File: config.mk
export PLATFORM = sky130hd
export DESIGN_NAME = load_store_unit
export DESIGN_NICKNAME = d
export VERILOG_FILES = /design/src/rtl/load_store_unit.sv
export SDC_FILE = /design/constraint.sdc
export NUM_CORES = 1
export LEC_CHECK = 0
export BUFFER_PORTS_ARGS = -buffer_cell sky130_fd_sc_hd__clkbuf_2
export CORE_ASPECT_RATIO = 0.5
export CORE_UTILIZATION = 45
export CTS_BUF_LIST = sky130_fd_sc_hd__clkbuf_4 sky130_fd_sc_hd__clkbuf_8 sky130_fd_sc_hd__clkbuf_16
export DETAILED_ROUTE_END_ITERATION = 7
export PLACE_DENSITY = 0.81
export SYNTH_ARGS = -nofsm -noshare
export SYNTH_HDL_FRONTEND = slang
export SYNTH_SLANG_ARGS = --single-unit
export TNS_END_PERCENT = 100
File: constraint.sdc
create_clock -name clk -period 2.8 [get_ports clk]
set_input_delay 0.14 -clock clk [delete_from_list [all_inputs] [get_ports clk]]
set_output_delay 0.14 -clock clk [all_outputs]
set_load 0.02 [all_outputs]
File: src/rtl/load_store_unit.sv
// load_store_unit
// MEM-stage load/store initiator between the execute/memory pipeline register
// and a word-addressed, registered-read data memory.
//
// Handshake: a request is taken on any rising edge where ls_valid=1 and
// ls_busy=0 (ls_busy is the inverse of ready). While ls_busy=1 the ls_*
// inputs are ignored. Results come back as one-cycle pulses: ld_valid (with
// ld_data) for loads, ls_err for rejected requests.
//
// Ports:
//   clk, rst_n            clock, asynchronous active-low reset
//   ls_valid/ls_write/ls_size/ls_unsigned/ls_addr/ls_wdata   request
//   ls_busy               request in flight, pipeline must hold
//   ld_valid, ld_data     load completion pulse and extended result
//   ls_err                rejected-request pulse
//   mem_addr/mem_wdata/mem_read/mem_write/mem_rdata          memory side
//   dbg_state             current FSM state encoding
module load_store_unit #(
  parameter logic [31:0] BASE_ADDR   = 32'h1000_1000,
  parameter int          DEPTH_WORDS = 256
) (
  input  logic        clk,
  input  logic        rst_n,
  input  logic        ls_valid,
  input  logic        ls_write,
  input  logic [1:0]  ls_size,
  input  logic        ls_unsigned,
  input  logic [31:0] ls_addr,
  input  logic [31:0] ls_wdata,
  output logic        ls_busy,
  output logic        ld_valid,
  output logic [31:0] ld_data,
  output logic        ls_err,
  output logic [31:0] mem_addr,
  output logic [31:0] mem_wdata,
  output logic        mem_read,
  output logic        mem_write,
  input  logic [31:0] mem_rdata,
  output logic [2:0]  dbg_state
);

  typedef enum logic [2:0] {
    S_IDLE   = 3'd0,
    S_READ   = 3'd1,
    S_CAPT   = 3'd2,
    S_WRITE1 = 3'd3,
    S_WRITE2 = 3'd4,
    S_DONE   = 3'd5
  } state_t;

  localparam logic [1:0] SZ_BYTE = 2'b00;
  localparam logic [1:0] SZ_HALF = 2'b01;
  localparam logic [1:0] SZ_WORD = 2'b10;

  // 33-bit bounds so the upper limit cannot wrap.
  localparam logic [32:0] ADDR_LO = {1'b0, BASE_ADDR};
  localparam logic [32:0] ADDR_HI = {1'b0, BASE_ADDR} + (33'(DEPTH_WORDS) * 33'd4);

  state_t state, state_n;

  logic        req_write;
  logic [1:0]  req_size;
  logic        req_unsigned;
  logic [1:0]  req_lo;
  logic [15:0] req_wdata;

  logic        accept;
  logic        req_err;
  logic [31:0] merged;
  logic [31:0] extracted;
  logic [7:0]  sel_byte;
  logic [15:0] sel_half;

  assign accept    = ls_valid && ((state == S_IDLE) || (state == S_DONE));
  assign ls_busy   = (state != S_IDLE) && (state != S_DONE);
  assign mem_read  = (state == S_READ) || (state == S_CAPT);
  assign mem_write = (state == S_WRITE1) || (state == S_WRITE2);
  assign dbg_state = state;

  // Request checks are evaluated on the incoming request at the accepting edge.
  always_comb begin
    req_err = 1'b0;
    if (ls_size == 2'b11) req_err = 1'b1;
    if ((ls_size == SZ_HALF) && ls_addr[0]) req_err = 1'b1;
    if ((ls_size == SZ_WORD) && (ls_addr[1:0] != 2'b00)) req_err = 1'b1;
    if (({1'b0, ls_addr} < ADDR_LO) || ({1'b0, ls_addr} >= ADDR_HI)) req_err = 1'b1;
  end

  // Little-endian lane selection on the word read back from memory.
  assign sel_byte = mem_rdata[{req_lo, 3'b000} +: 8];
  assign sel_half = mem_rdata[{req_lo[1], 4'b0000} +: 16];

  always_comb begin
    extracted = mem_rdata;
    case (req_size)
      SZ_BYTE: extracted = {{24{~req_unsigned & sel_byte[7]}}, sel_byte};
      SZ_HALF: extracted = {{16{~req_unsigned & sel_half[15]}}, sel_half};
      default: extracted = mem_rdata;
    endcase
  end

  always_comb begin
    merged = mem_rdata;
    case (req_size)
      SZ_BYTE: merged[{req_lo, 3'b000} +: 8]     = req_wdata[7:0];
      SZ_HALF: merged[{req_lo[1], 4'b0000} +: 16] = req_wdata;
      default: merged = mem_rdata;
    endcase
  end

  always_ff @(posedge clk or negedge rst_n) begin
    if (!rst_n) state <= S_IDLE;
    else        state <= state_n;
  end

  always_comb begin
    state_n = state;
    case (state)
      S_IDLE, S_DONE: begin
        state_n = S_IDLE;
        if (accept) begin
          if (req_err)                              state_n = S_DONE;
          else if (ls_write && (ls_size == SZ_WORD)) state_n = S_WRITE1;
          else                                      state_n = S_READ;
        end
      end
      S_READ:   state_n = S_CAPT;
      S_CAPT:   state_n = req_write ? S_WRITE1 : S_DONE;
      S_WRITE1: state_n = S_WRITE2;
      S_WRITE2: state_n = S_DONE;
      default:  state_n = S_IDLE;
    endcase
  end

  // Request capture, memory address/data registers and result pulses.
  always_ff @(posedge clk or negedge rst_n) begin
    if (!rst_n) begin
      req_write    <= 1'b0;
      req_size     <= 2'b00;
      req_unsigned <= 1'b0;
      req_lo       <= 2'b00;
      req_wdata    <= 16'h0;
      mem_addr     <= 32'h0;
      mem_wdata    <= 32'h0;
      ld_data      <= 32'h0;
      ld_valid     <= 1'b0;
      ls_err       <= 1'b0;
    end else begin
      ld_valid <= 1'b0;
      ls_err   <= 1'b0;
      if (accept) begin
        req_write    <= ls_write;
        req_size     <= ls_size;
        req_unsigned <= ls_unsigned;
        req_lo       <= ls_addr[1:0];
        req_wdata    <= ls_wdata[15:0];
        if (req_err) begin
          ls_err <= 1'b1;
        end else begin
          // Address only moves for accesses that really reach memory.
          mem_addr <= {ls_addr[31:2], 2'b00};
          if (ls_write && (ls_size == SZ_WORD)) mem_wdata <= ls_wdata;
        end
      end
      if (state == S_CAPT) begin
        if (req_write) begin
          mem_wdata <= merged;
        end else begin
          ld_data  <= extracted;
          ld_valid <= 1'b1;
        end
      end
    end
  end

endmodule

After elaboration in Yosys (flattened, before gate mapping)
Cells that the tools add are included.
{"block": "op_classes", "n_addsub": 2, "order_cmp": 2, "eq_ne": 10, "shifts": 6, "mux": 22, "bitwise_logic": 5, "reduce_logical": 16}
{"cell": "32-bit 2-to-1 mux", "n": 5}
{"cell": "32-bit one-hot mux with 2 select lines", "n": 2}
{"cell": "32-bit bitwise mux", "n": 2}
{"cell": "32-bit by 29-bit >= comparator with 1-bit output, second input constant", "n": 1}
{"cell": "32-bit by 29-bit < comparator with 1-bit output, second input constant", "n": 1}
{"cell": "16-bit by 7-bit variable shift with 32-bit output, first input constant", "n": 1}
{"cell": "8-bit by 7-bit variable shift with 32-bit output, first input constant", "n": 1}
{"cell": "16-bit by 7-bit variable part select with 32-bit output", "n": 1}
{"cell": "32-bit by 6-bit variable part select with 16-bit output", "n": 1}
{"cell": "32-bit by 6-bit variable part select with 8-bit output", "n": 1}
{"cell": "8-bit by 7-bit variable part select with 32-bit output", "n": 1}
{"cell": "3-bit one-hot mux with 5 select lines", "n": 1}
{"cell": "5-bit negation with 7-bit output", "n": 2}
{"cell": "3-bit 2-to-1 mux", "n": 3}
{"cell": "1-bit 2-to-1 mux", "n": 8}
{"cell": "3-bit by 2-bit == test with 1-bit output, second input constant", "n": 2}
{"cell": "3-bit == test, second input constant", "n": 2}
{"cell": "1-bit logical AND", "n": 5}
{"cell": "2-bit by 1-bit == test with 1-bit output, second input constant", "n": 2}
{"cell": "2-bit == test, second input constant", "n": 2}
{"cell": "1-bit logical OR", "n": 4}
{"cell": "2-bit AND reduction", "n": 2}
{"cell": "3-bit by 1-bit == test with 1-bit output, second input constant", "n": 1}
{"cell": "3-bit zero test", "n": 1}
{"cell": "other kinds (8)", "n": 11}
{"block": "totals", "regBits": 121, "input_bits": 103, "output_inout_bits": 104, "wordCells": 74}

Longest topological paths before layout
Gate-level depths: netlist of run 1.
{"block": "depth", "depth_word": 9, "mapped_depth": 9, "mapped_depth_nobuf": 7}

Worst setup path before layout of run 1
OpenSTA, ideal clock, no wires.
{"block": "synth_timing", "path_kind": "register to register", "startpoint": "register req_lo[1]", "endpoint": "register mem_wdata[0]", "setup_ns": 0.087, "arrival_time_ns": 2.021, "path_slack_ns": 0.693, "stages_incl_launch_ff": 9, "path_buffers": 1, "cell_sequence": "dfrtp_1 > buf_2 > inv_1 > ha_1 > nand4bb_1 > o21ai_0 > nor3b_1 > a22oi_1 > o211ai_1"}
{"block": "synth_via", "elab_chain_cells": 6, "word_cells_on_any_way": 11, "cone_classes": "add/sub (2); shift (4); mux (5)"}
{"item": "from (decl)", "line_no": "64", "text": "logic [1:0] req_lo;"}
{"item": "from (signal assigned)", "line_no": "155", "text": "req_lo <= ls_addr[1:0];"}
{"item": "5-bit negation with 7-bit output (on tied branches)", "line_no": "106, 105"}
{"item": "16-bit by 7-bit variable part select with 32-bit output (tied with other cells)", "line_no": "106", "text": "SZ_HALF: merged[{req_lo[1], 4'b0000} +: 16] = req_wdata;"}
{"item": "32-bit bitwise mux (on tied branches)", "line_no": "106, 105"}
{"item": "32-bit one-hot mux with 2 select lines (*)", "line_no": "104", "text": "case (req_size)"}
{"item": "32-bit 2-to-1 mux (*)", "line_no": "166", "text": "if (req_write) begin"}
{"item": "32-bit 2-to-1 mux (*)", "line_no": "165", "text": "if (state == S_CAPT) begin"}
{"item": "to (signal assigned)", "line_no": "162", "text": "if (ls_write && (ls_size == SZ_WORD)) mem_wdata <= ls_wdata;"}
{"item": "to (signal assigned)", "line_no": "167", "text": "mem_wdata <= merged;"}
{"item": "to (decl)", "line_no": "35", "text": "output logic [31:0] mem_wdata,"}
Mark *: on every way between the ends. The rest lies on a longest branch, timed or not.
A chain may end at the register's enable or synchronous reset.

Worst setup path after layout of run 1
{"block": "layout_timing", "startpoint": "register req_lo[0]", "endpoint": "register mem_wdata[28]"}
{"block": "layout_via", "elab_chain_cells": 6, "word_cells_on_any_way": 7, "cone_classes": "add/sub (1); shift (2); mux (4)"}
{"item": "5-bit negation with 7-bit output (*)", "line_no": "105", "text": "SZ_BYTE: merged[{req_lo, 3'b000} +: 8] = req_wdata[7:0];"}
{"item": "8-bit by 7-bit variable part select with 32-bit output / 8-bit by 7-bit variable shift with 32-bit output (equally long branches)", "line_no": "105"}
{"item": "32-bit bitwise mux (*)", "line_no": "105"}
{"item": "32-bit one-hot mux with 2 select lines (*)", "line_no": "104"}
{"item": "32-bit 2-to-1 mux (*)", "line_no": "166"}
{"item": "32-bit 2-to-1 mux (*)", "line_no": "165"}
Marks and branches as above.

==> results.ini, run 1 <==
[drt]
drt_iter0_drc = 598
drtPass1Iterations = 6
drc_errors = 0
vias_per_cell = 5.714
vias = 5897
wire_per_inst_um = 18.42
drtAntennaViolNets = 0
drt-total-wl_um = 19010

[yosys]
synth_area_per_cell_um2 = 9.729
ys_types = 52
synth_top_cell_area_share_pct = 51.61
synth_cells = 603
ys_seq_area_share_pct = 51.61
yosysTopAreaCell = dfrtp_1
yosys_most_used_dff = dfrtp_1
synth_seq_cells = 121
yosys_warnings = 0
synth.cell_area_um2 = 5867
synth_edf_count = 0
yosys-top-cells-area = dfrtp_1, nand2_1, a22oi_1
ys_async_sr_fraction_pct = 100.0

[die]
die-height_um = 82.74
io_pins = 207
start_util_pct = 46.20
chipWidth_um = 163.5
dieArea_um2 = 13530
core_region_area_um2 = 12700
rows = 29

[layout]
regArea_um2 = 3028
drive_gt1_share_pct = 32.25
fin_nets = 957
antennaDiodeCount = 0
nFillCells = 992
multi_input_area_um2 = 2605
mostFrequentLayoutCells = clkbuf_2, nand2_1, dfrtp_1, dlygate4sd3_1, a21oi_1
layout.cells.most_common = clkbuf_2
area_delta_synth_final_pct = 39.24

[grt]
grt_overflow = 0
grt_max_degree = 53
track_usage_pct = 28.58
grt_pass1_vias = 5452
grt_antenna_before_repair = 0
grt_pass1_wl_um = 29010

[clocking]
clk_pin_slew_worst_paths_ns = 0.06
clk_latency_ns = 0.41
h-tree-depth = 4
cts_sinks = 121
cts_tree = yes
cts_buffers = 17
cts_root_buf = clkbuf_16
cts.repair.resized = 0
clock_path_buffers = 2

[placement]
dp_hpwl_um = 13040
post-place-ws_ns = 0.4000
port_buffers = 204
gp_congestion = 0.9322

[timing]
worstMarginPinSlew_ns = 0.8098
hold_viol = 0
rsz0062_at_grt = no
finalMaxSlewViolations = 0
clock.fmax_mhz = 404.7
fin_crit_ns = 2.471
finalClockSkew_ns = 0.008933
worst_slack_ns = 0.3291
fin_crit_sh_pct = 88.25
slew_headroom_pct = 45.60
setup_tns_ns = 0
setup_viol = 0

[hold_path]
hp-class = in2reg

[critical_path]
cp-end-kind = register
crit_fanout = 8
cp.arrival_ns = 2.83
startpoint_type = register
critPathKind = reg2reg
cp.required_ns = 3.16

[power_and_ir_drop]
powerDensity_nw_per_um2 = 1102
ir_drop_mv = 0.4761
leakage_nw = 4.088

[status]
status = finished, final reports clean

[run]
maxCapViolCount = 0

state kept, by name, summed over array words and instances, names as in the netlist:
signal and flops:
dbg_state 3, ld_data 32, ld_valid 1, ls_err 1, mem_addr 30, mem_wdata 32
req_lo 2, req_size 2, req_unsigned 1, req_wdata 16, req_write 1
critical path, cell delays in order (launching register included):
cell and delay [ns]:
dfrtp_1 0.47, inv_1 0.17, ha_1 0.38, nor4bb_1 0.66, buf_4 0.26, a22o_1 0.12, nand2_1 0.06, a21oi_1 0.16
a221o_1 0.13
layout make-up:
cell class | instances | area share (%)
clock inverters | 12 | 2.129
flip-flops and latches | 121 | 37.07
clock buffers | 20 | 5.560
well taps | 170 | 2.604
multi-input cells | 429 | 31.89
repair buffers | 269 | 20.25
inverters | 11 | 0.5054
synth_stat cells, types with 6 or more instances:
master / count
a21oi_1: 35
a221oi_1: 10
nand2b_1: 9
clkbuf_1: 23
o21ai_0: 23
inv_1: 10
mux2_2: 15
nor2b_1: 25
nor4_1: 6
o211ai_1: 13
a222oi_1: 7
buf_2: 12
a22oi_1: 30
a22o_1: 17
nand2_1: 143
a221o_1: 18
nor2_1: 31
dfrtp_1: 121
power by group:
part	total (mW)	internal (mW)	switching, mW
Clock	2.35	1.53	0.816
Combinational	3.69	1.38	2.31
Sequential	2.97	2.39	0.577
metal layers:
layer / share of wire (%) / wire length, µm / vias to the layer above / GRT usage, %
li1: - / - / 2652 / -
met1: 41 / 7831 / 2834 / 37.44
met2: 47 / 8900 / 355 / 45.76
met3: 8.9 / 1688 / 56 / 6.543
met4: 3.1 / 589 / 0 / 13.15
met5: 0 / 0 / - / 0
worst paths after layout:
| kind | from | end | slack (ns) | cells past startpoint |
|---|---|---|---|---|
| worst max-delay path | req_lo[0] | mem_wdata[28] | 0.33 | 8 |
| worst min-delay path | mem_rdata[18] | ld_data[18] | 0.02 | 3 |
| worst max register to register | req_lo[0] | mem_wdata[28] | 0.33 | 8 |
| worst min register to register | mem_addr[28] | mem_addr[28] | 0.47 | 1 |
| max in group asynchronous | rst_n | req_size[0] | 1.72 | 3 |
| min in group asynchronous | rst_n | mem_wdata[9] | 0.32 | 2 |
per-stage QoR:
step                      instance area (µm²)  instances  utilization [%]  hold slack, ns  power, mW
after floorplan                          5871        604                -         -0.1556      5.255
after global routing                     8169       1032            64.33         0.01370      9.505
after detailed placement                 7071        953            55.67          0.2421      6.520
after CTS                                8169       1032            64.33        0.007523      8.951
after global placement                   7071        953            55.67          0.2344      6.398
final                                    8169       1032            64.33         0.02387      9.003
cells by family (layout without fill, tap and decap cells):
family                   Yosys count  in the layout  synth area share (%)
AO/OA/AOI/OAI                    163            163                 20.09
buffers and inverters             54            312                 4.351
multiplexers                      18             18                 3.604
other                              1              2               0.06392
adder cells (fa/ha/maj)            5              5                 1.066
AND/OR/NAND/NOR                  240            240                 18.94
XOR/XNOR                           1              1                0.2773
flip-flops                       121            121                 51.61
timing repair:
item,CTS,global route
endpoints found under the hold margin,110,0
setup endpoints to repair,0,0
buffers inserted,0,0
hold buffers,47,0
No activity file was read; power rests on OpenSTA's default activity.
==> inputs of run 2 (changes only) <==
--- a/config.mk
+++ b/config.mk
@@ -7,10 +7,12 @@
 export LEC_CHECK = 0
 export BUFFER_PORTS_ARGS = -buffer_cell sky130_fd_sc_hd__clkbuf_2
 export CORE_ASPECT_RATIO = 0.5
-export CORE_UTILIZATION = 45
+export CORE_UTILIZATION = 27
 export CTS_BUF_LIST = sky130_fd_sc_hd__clkbuf_4 sky130_fd_sc_hd__clkbuf_8 sky130_fd_sc_hd__clkbuf_16
+export CTS_CLUSTER_SIZE = 30
 export DETAILED_ROUTE_END_ITERATION = 7
-export PLACE_DENSITY = 0.81
+export GPL_TIMING_DRIVEN = 0
+export PLACE_DENSITY = 0.57
 export SYNTH_ARGS = -nofsm -noshare
 export SYNTH_HDL_FRONTEND = slang
 export SYNTH_SLANG_ARGS = --single-unit
==> results.ini, run 2 (same netlist as run 1, synthesis figures left out) <==
[critical_path]
startpoint_type = register  ; unchanged
cp-end-kind = register  ; unchanged
crit_fanout = 9  ; was 8
path_cells = buf_2 > inv_1 > ha_1 > nor4bb_1 > clkbuf_1 > a221oi_1 > a211oi_1 > a211oi_1 > a21oi_1  ; was inv_1 > ha_1 > nor4bb_1 > buf_4 > a22o_1 > nand2_1 > a21oi_1 > a221o_1
max_stage_delay_ns = 0.40  ; was 0.66 ns
cp.required_ns = 3.15  ; was 3.16 ns
critPathMostFrequentCell = a211oi_1
critPathKind = reg2reg  ; unchanged
cp_slowest_cell = dfrtp_1  ; was nor4bb_1
cp.arrival_ns = 2.89  ; was 2.83 ns

[timing]
rsz0062_at_grt = no  ; unchanged
slew_headroom_pct = 54.09  ; was 45.60%
finalMaxSlewViolations = 0  ; unchanged
finalClockSkew_ns = 0.008692  ; was 0.008933 ns
fin_crit_sh_pct = 90.99  ; was 88.25%
clock.fmax_mhz = 392.5  ; was 404.7 MHz
worstMarginPinSlew_ns = 0.6834  ; was 0.8098 ns
setup_viol = 0  ; unchanged
fin_crit_ns = 2.548  ; was 2.471 ns
hold_viol = 0  ; unchanged
setup_tns_ns = 0  ; unchanged

[die]
rows = 37  ; was 29
core_region_area_um2 = 20930  ; was 12700 µm²
io_pins = 207  ; unchanged
die-height_um = 106.2  ; was 82.74 µm
dieArea_um2 = 22360  ; was 13530 µm²
chipWidth_um = 210.5  ; was 163.5 µm
start_util_pct = 28.04  ; was 46.20%

[drt]
drtPass1Iterations = 8  ; was 6
drt_iter0_drc = 430  ; was 598
wire_per_inst_um = 17.72  ; was 18.42 µm
drc_errors = 0  ; unchanged
vias_per_cell = 4.909  ; was 5.714
drt-total-wl_um = 21000  ; was 19010 µm
vias = 5817  ; was 5897
drtAntennaViolNets = 0  ; unchanged

[run]
maxCapViolCount = 0  ; unchanged

[layout]
layout.cells.most_common = clkbuf_2  ; unchanged
antennaDiodeCount = 0  ; unchanged
drive_gt1_share_pct = 31.47  ; was 32.25%
mostFrequentLayoutCells = clkbuf_2, nand2_1, dfrtp_1, dlygate4sd3_1, a21oi_1  ; unchanged
fin_nets = 988  ; was 957
top_regs = ld_data: 32 flops, mem_wdata: 32 flops, mem_addr: 30 flops  ; unchanged
nFillCells = 2142  ; was 992
area_delta_synth_final_pct = 43.74  ; was 39.24%
final_util_pct = 40.30  ; was 64.33%

[clocking]
cts_root_buf = clkbuf_16  ; unchanged
cts_setup_buffers = 0  ; unchanged
h-tree-depth = 4  ; unchanged
clock_path_buffers = 2  ; unchanged
cts_tree = yes  ; unchanged
clk_latency_ns = 0.42  ; was 0.41 ns
cts_buffers = 17  ; unchanged
cts_sinks = 121  ; unchanged
clk_pin_slew_worst_paths_ns = 0.06  ; about the same

[placement]
gp_congestion = 0.9067  ; was 0.9322
dp_hpwl_um = 15610  ; was 13040 µm
port_buffers = 204  ; unchanged

[grt]
met3_usage_pct = 4.136  ; was 6.543%
use_met2_pct = 32.05  ; was 45.76%
track_usage_pct = 19.23  ; was 28.58%
top_usage_layer = met2  ; unchanged
gr-usage-met1_pct = 24.63  ; was 37.44%
grt_pass1_vias = 5832  ; was 5452
grt_overflow = 0  ; unchanged
grt_max_degree = 94  ; was 53
grt_antenna_before_repair = 0  ; unchanged
grt_pass1_wl_um = 32460  ; was 29010 µm

[status]
status = finished, final reports clean  ; unchanged

[power_and_ir_drop]
power_mw = 8.972  ; was 9.003 mW
ir_drop_mv = 0.4593  ; was 0.4761 mV
powerDensity_nw_per_um2 = 1064  ; was 1102 nW/µm²
leakage_nw = 4.130  ; was 4.088 nW

[hold_path]
hp-class = in2reg  ; unchanged

## run 2: cell types whose count changed in the layout (fill, tap and decap cells not counted), sizes merged
cell         previous run  this run
buf                    19        21
bufinv                  4         3
clkbuf                223       251
clkinv                  8         5
dlygate4sd3            47        52
## run 2: final timing paths
kind / startpoint / endpoint / slack [ns] / cells past startpoint
min reg2reg: mem_addr[28] / mem_addr[28] / 0.47 / 1
max: req_lo[1] / mem_wdata[30] / 0.25 / 9
min in group asynchronous: rst_n / mem_addr[19] / 0.17 / 2
min: mem_rdata[30] / ld_data[30] / 0.02 / 3
max reg2reg: req_lo[1] / mem_wdata[30] / 0.25 / 9
max in group asynchronous: rst_n / mem_wdata[24] / 1.89 / 3
## run 2: what timing repair did
| item | in CTS | in global routing |
|---|---|---|
| resized for setup | 0 | 1 |
| hold buffers | 52 | 0 |
| setup endpoints to repair | 0 | 6 |
| hold endpoints to repair | 95 | 0 |
## run 2: worst max-delay path: cells and delay by family, from the launching register on
family,cells,cell delay (ns)
flops,1,0.40
fa+ha+maj,1,0.32
simple gates,1,0.27
buf+inv,3,0.76
compound gates,4,0.72
## run 2: area by class of cell
type	count	area [µm²]	share of cell area [%]
buffer	43	214.0	2.537
clock buffer	24	496.7	5.890
clock inverter	8	117.6	1.395
inverter	11	41.29	0.4896
multi-input combinational	429	2592	30.74
sequential	121	3028	35.90
tap	292	365.4	4.332
timing repair buffer	257	1578	18.71
## run 2: layer usage
metal	part of all wire [%]	wire (µm)
met1	44	9235
met2	48	10140
met3	5.8	1216
met4	1.9	405
met5	0	0
## run 2: power by group
part / internal, mW / total [mW] / switching [mW]
sequential: 2.39 / 2.87 / 0.474
combinational: 1.40 / 3.81 / 2.41
clock: 1.50 / 2.30 / 0.795
## run 2: metrics by stage
stage / setup slack (ns) / instance area (µm²) / std cells / hold WS, ns
finish: 0.2524 / 8433 / 1185 / 0.01720
global route: 0.1084 / 8433 / 1185 / 0.009857
CTS: 0.2135 / 8428 / 1185 / 0.004430
floorplan: 0.6927 / 5871 / 604 / -0.1556
detailed placement: 0.2136 / 7293 / 1101 / 0.04438
global placement: -0.3306 / 7257 / 1100 / 0.3362
==> inputs of run 3 (changes only) <==
--- a/config.mk
+++ b/config.mk
@@ -5,14 +5,16 @@
 export SDC_FILE = /design/constraint.sdc
 export NUM_CORES = 1
 export LEC_CHECK = 0
+export ABC_AREA = 1
 export BUFFER_PORTS_ARGS = -buffer_cell sky130_fd_sc_hd__clkbuf_2
 export CORE_ASPECT_RATIO = 0.5
 export CORE_UTILIZATION = 27
 export CTS_BUF_LIST = sky130_fd_sc_hd__clkbuf_4 sky130_fd_sc_hd__clkbuf_8 sky130_fd_sc_hd__clkbuf_16
+export CTS_CLUSTER_DIAMETER = 200
 export CTS_CLUSTER_SIZE = 30
 export DETAILED_ROUTE_END_ITERATION = 7
 export GPL_TIMING_DRIVEN = 0
-export PLACE_DENSITY = 0.57
+export PLACE_DENSITY = 0.55
 export SYNTH_ARGS = -nofsm -noshare
 export SYNTH_HDL_FRONTEND = slang
 export SYNTH_SLANG_ARGS = --single-unit
==> results.ini, run 3 <==
[status]
status = finished, final reports clean  ; unchanged

[clocking]
cts_sinks = 121  ; unchanged
clk_pin_slew_worst_paths_ns = 0.06  ; about the same
clk_latency_ns = 0.43  ; was 0.42 ns
cts_tree = yes  ; unchanged
cts_buffers = 17  ; unchanged
clock_path_buffers = 2  ; unchanged
cts_root_buf = clkbuf_16  ; unchanged
h-tree-depth = 4  ; unchanged

[layout]
top_regs = ld_data: 32 flops, mem_wdata: 32 flops, mem_addr: 30 flops  ; unchanged
fin_area_um2 = 9409  ; was 8433 µm²
layout.cells.most_common = nand2_1  ; was clkbuf_2
area_delta_synth_final_pct = 34.41  ; was 43.74%
drive_gt1_share_pct = 23.75  ; was 31.47%
fin_nets = 1337  ; was 988
antennaDiodeCount = 0  ; unchanged
mostFrequentLayoutCells = nand2_1, clkbuf_2, inv_1, dfrtp_1, a21oi_1  ; was clkbuf_2, nand2_1, dfrtp_1, dlygate4sd3_1, a21oi_1

[die]
dieArea_um2 = 26610  ; was 22360 µm²
die-height_um = 115.9  ; was 106.2 µm
rows = 41  ; was 37
start_util_pct = 27.62  ; was 28.04%
chipWidth_um = 229.7  ; was 210.5 µm
core_region_area_um2 = 25340  ; was 20930 µm²
io_pins = 207  ; unchanged

[timing]
fin_crit_sh_pct = 94.43  ; was 90.99%
clock.fmax_mhz = 378.2  ; was 392.5 MHz
fin_crit_ns = 2.644  ; was 2.548 ns
worstMarginPinSlew_ns = 0.7811  ; was 0.6834 ns
hold_ws_ns = 0.03042  ; was 0.01720 ns
setup_viol = 0  ; unchanged
rsz0062_at_grt = no  ; unchanged
finalClockSkew_ns = 0.006243  ; was 0.008692 ns
worst_slack_ns = 0.1559  ; was 0.2524 ns
setup_tns_ns = 0  ; unchanged
hold_viol = 0  ; unchanged
finalMaxSlewViolations = 0  ; unchanged
slew_headroom_pct = 47.93  ; was 54.09%

[yosys]
synth_seq_cells = 121  ; unchanged
synthTopCellsByCount = nand2_1, inv_1, dfrtp_1, a21oi_1, nor2_1  ; was nand2_1, dfrtp_1, a21oi_1, nor2_1, a22oi_1
yosysTopAreaCell = dfrtp_1  ; unchanged
synth.cell_area_um2 = 7000  ; was 5867 µm²
synth_top_cell_area_share_pct = 43.25  ; was 51.61%
ys_async_sr_fraction_pct = 100.0  ; unchanged
yosys_warnings = 0  ; unchanged
synth_cells = 971  ; was 603
ys_seq_area_share_pct = 43.25  ; was 51.61%
yosys-top-cells-area = dfrtp_1, nand2_1, a21oi_1  ; was dfrtp_1, nand2_1, a22oi_1
yosys_most_used_dff = dfrtp_1  ; unchanged
synth_edf_count = 0  ; unchanged
synth_area_per_cell_um2 = 7.210  ; was 9.729 µm²
synth_most_common_cell = nand2_1  ; unchanged
ys_types = 32  ; was 52

[hold_path]
holdPathStages = 4  ; was 3
hold_start = ls_wdata[25]  ; was mem_rdata[30]
holdPathEnd = mem_wdata[25]  ; was ld_data[30]
hp-class = in2reg  ; unchanged

[critical_path]
crit_fanout = 10  ; was 9
reg2reg_depth = 11  ; was 9
cp.required_ns = 3.12  ; was 3.15 ns
cp-end-kind = register  ; unchanged
cp.arrival_ns = 2.97  ; was 2.89 ns
reg2reg_from = req_lo[1]  ; unchanged
reg2reg_slack_ns = 0.16  ; was 0.25 ns
startpoint_type = register  ; unchanged
critPathKind = reg2reg  ; unchanged
reg2reg_to = mem_wdata[8]  ; was mem_wdata[30]
crit_start = req_lo[1]  ; unchanged

[power_and_ir_drop]
power.internal_mw = 5.269  ; was 5.295 mW
ir_drop_mv = 0.3745  ; was 0.4593 mV
combinationalPowerShare_pct = 49.0  ; was 42.4%
swShare_pct = 47.54  ; was 40.98%
leakage_nw = 5.119  ; was 4.130 nW
switchingPower_mw = 4.775  ; was 3.677 mW
clockPowerShare_pct = 22.1  ; was 25.6%
sequentialPowerShare_pct = 28.9  ; was 32.0%
powerDensity_nw_per_um2 = 1068  ; was 1064 nW/µm²
power_mw = 10.04  ; was 8.972 mW

[run]
maxCapViolCount = 0  ; unchanged

[grt]
grt_overflow = 0  ; unchanged
grt_pass1_wl_um = 43720  ; was 32460 µm
grt_pass1_vias = 7436  ; was 5832
track_usage_pct = 21.91  ; was 19.23%
grt_max_degree = 68  ; was 94
grt_antenna_before_repair = 0  ; unchanged

[placement]
dp_hpwl_um = 22540  ; was 15610 µm
post-place-ws_ns = -0.2446  ; was 0.2136 ns
port_buffers = 204  ; unchanged
gp_congestion = 0.9690  ; was 0.9067
post_dp_cell_area_um2 = 8492  ; was 7293 µm²

[drt]
drtAntennaViolNets = 0  ; unchanged
drtPass1Iterations = 6  ; was 8
vias = 7687  ; was 5817
vias_per_cell = 4.847  ; was 4.909
wire_per_inst_um = 18.28  ; was 17.72 µm
drc_errors = 0  ; unchanged
drt_iter0_drc = 698  ; was 430
drt-total-wl_um = 28990  ; was 21000 µm

## run 3: worst max path at each step
stage	endpoint	slack [ns]	cells after the start
after floorplan	mem_wdata[0]	0.74	9
after global placement	mem_addr[20]	-0.36	1
after detailed placement	mem_wdata[9]	-0.24	11
after CTS	mem_wdata[9]	0.24	11
after global routing	mem_wdata[8]	0.002	11
final	mem_wdata[8]	0.16	11
## run 3: kinds of logic after synthesis
kind of cell	after synthesis	synth area share [%]
compound gates	232	19.09
buf+inv	191	11.28
simple gates	421	25.43
other cells	1	0.05357
fa+ha+maj	5	0.8937
flops	121	43.25
## run 3: layout make-up
type / instances / area (µm²)
Clock buffer: 18 / 439.2
Inverter: 128 / 484.2
Buffer: 62 / 305.3
Clock inverter: 14 / 147.6
Timing Repair Buffer: 239 / 1388
Sequential cell: 121 / 3028
Multi-Input combinational cell: 660 / 3187
Tap cell: 344 / 430.4
Fill cell: 2739 / 15930
## run 3: critical path, stage by stage (launching register included)
cell        delay [ns]
dfrtp_1           0.50
buf_2             0.30
clkinvlp_4        0.21
buf_4             0.19
ha_1              0.16
clkbuf_1          0.26
nand2_1           0.38
o22ai_1           0.15
nand2_1           0.08
nand4_1           0.15
inv_1             0.10
nor2_1            0.05
## run 3: power groups by stage
stage | clock network [mW] | logic (mW) | registers (mW)
after global routing | 2.35 | 5.40 | 2.97
after CTS | 2.26 | 4.88 | 2.90
after floorplan | 0 | 2.51 | 3.36
final | 2.22 | 4.93 | 2.90
after global placement | 0 | 4.74 | 2.90
after detailed placement | 0 | 4.78 | 2.91
## run 3: per-layer routing
layer	vias up	share of wire, %	track usage (%)
met3	35	6.2	4.429
met1	3693	47	30.14
met5	-	0	0
met4	0	1.9	7.152
li1	3682	-	-
met2	277	45	34.62
## run 3: timing repair
item,in CTS,in global routing
setup endpoints to repair,20,0
buffers inserted,4,0
hold buffers,30,0
resized for setup,1,0
endpoints found under the hold margin,83,0
## run 3: metrics by stage
step / cells / util (%)
2_1_floorplan: 972 / -
3_3_place_gp: 1520 / 33.37
3_5_place_dp: 1521 / 33.51
4_1_cts: 1586 / 37.13
5_1_grt: 1586 / 37.13
6_report: 1586 / 37.13
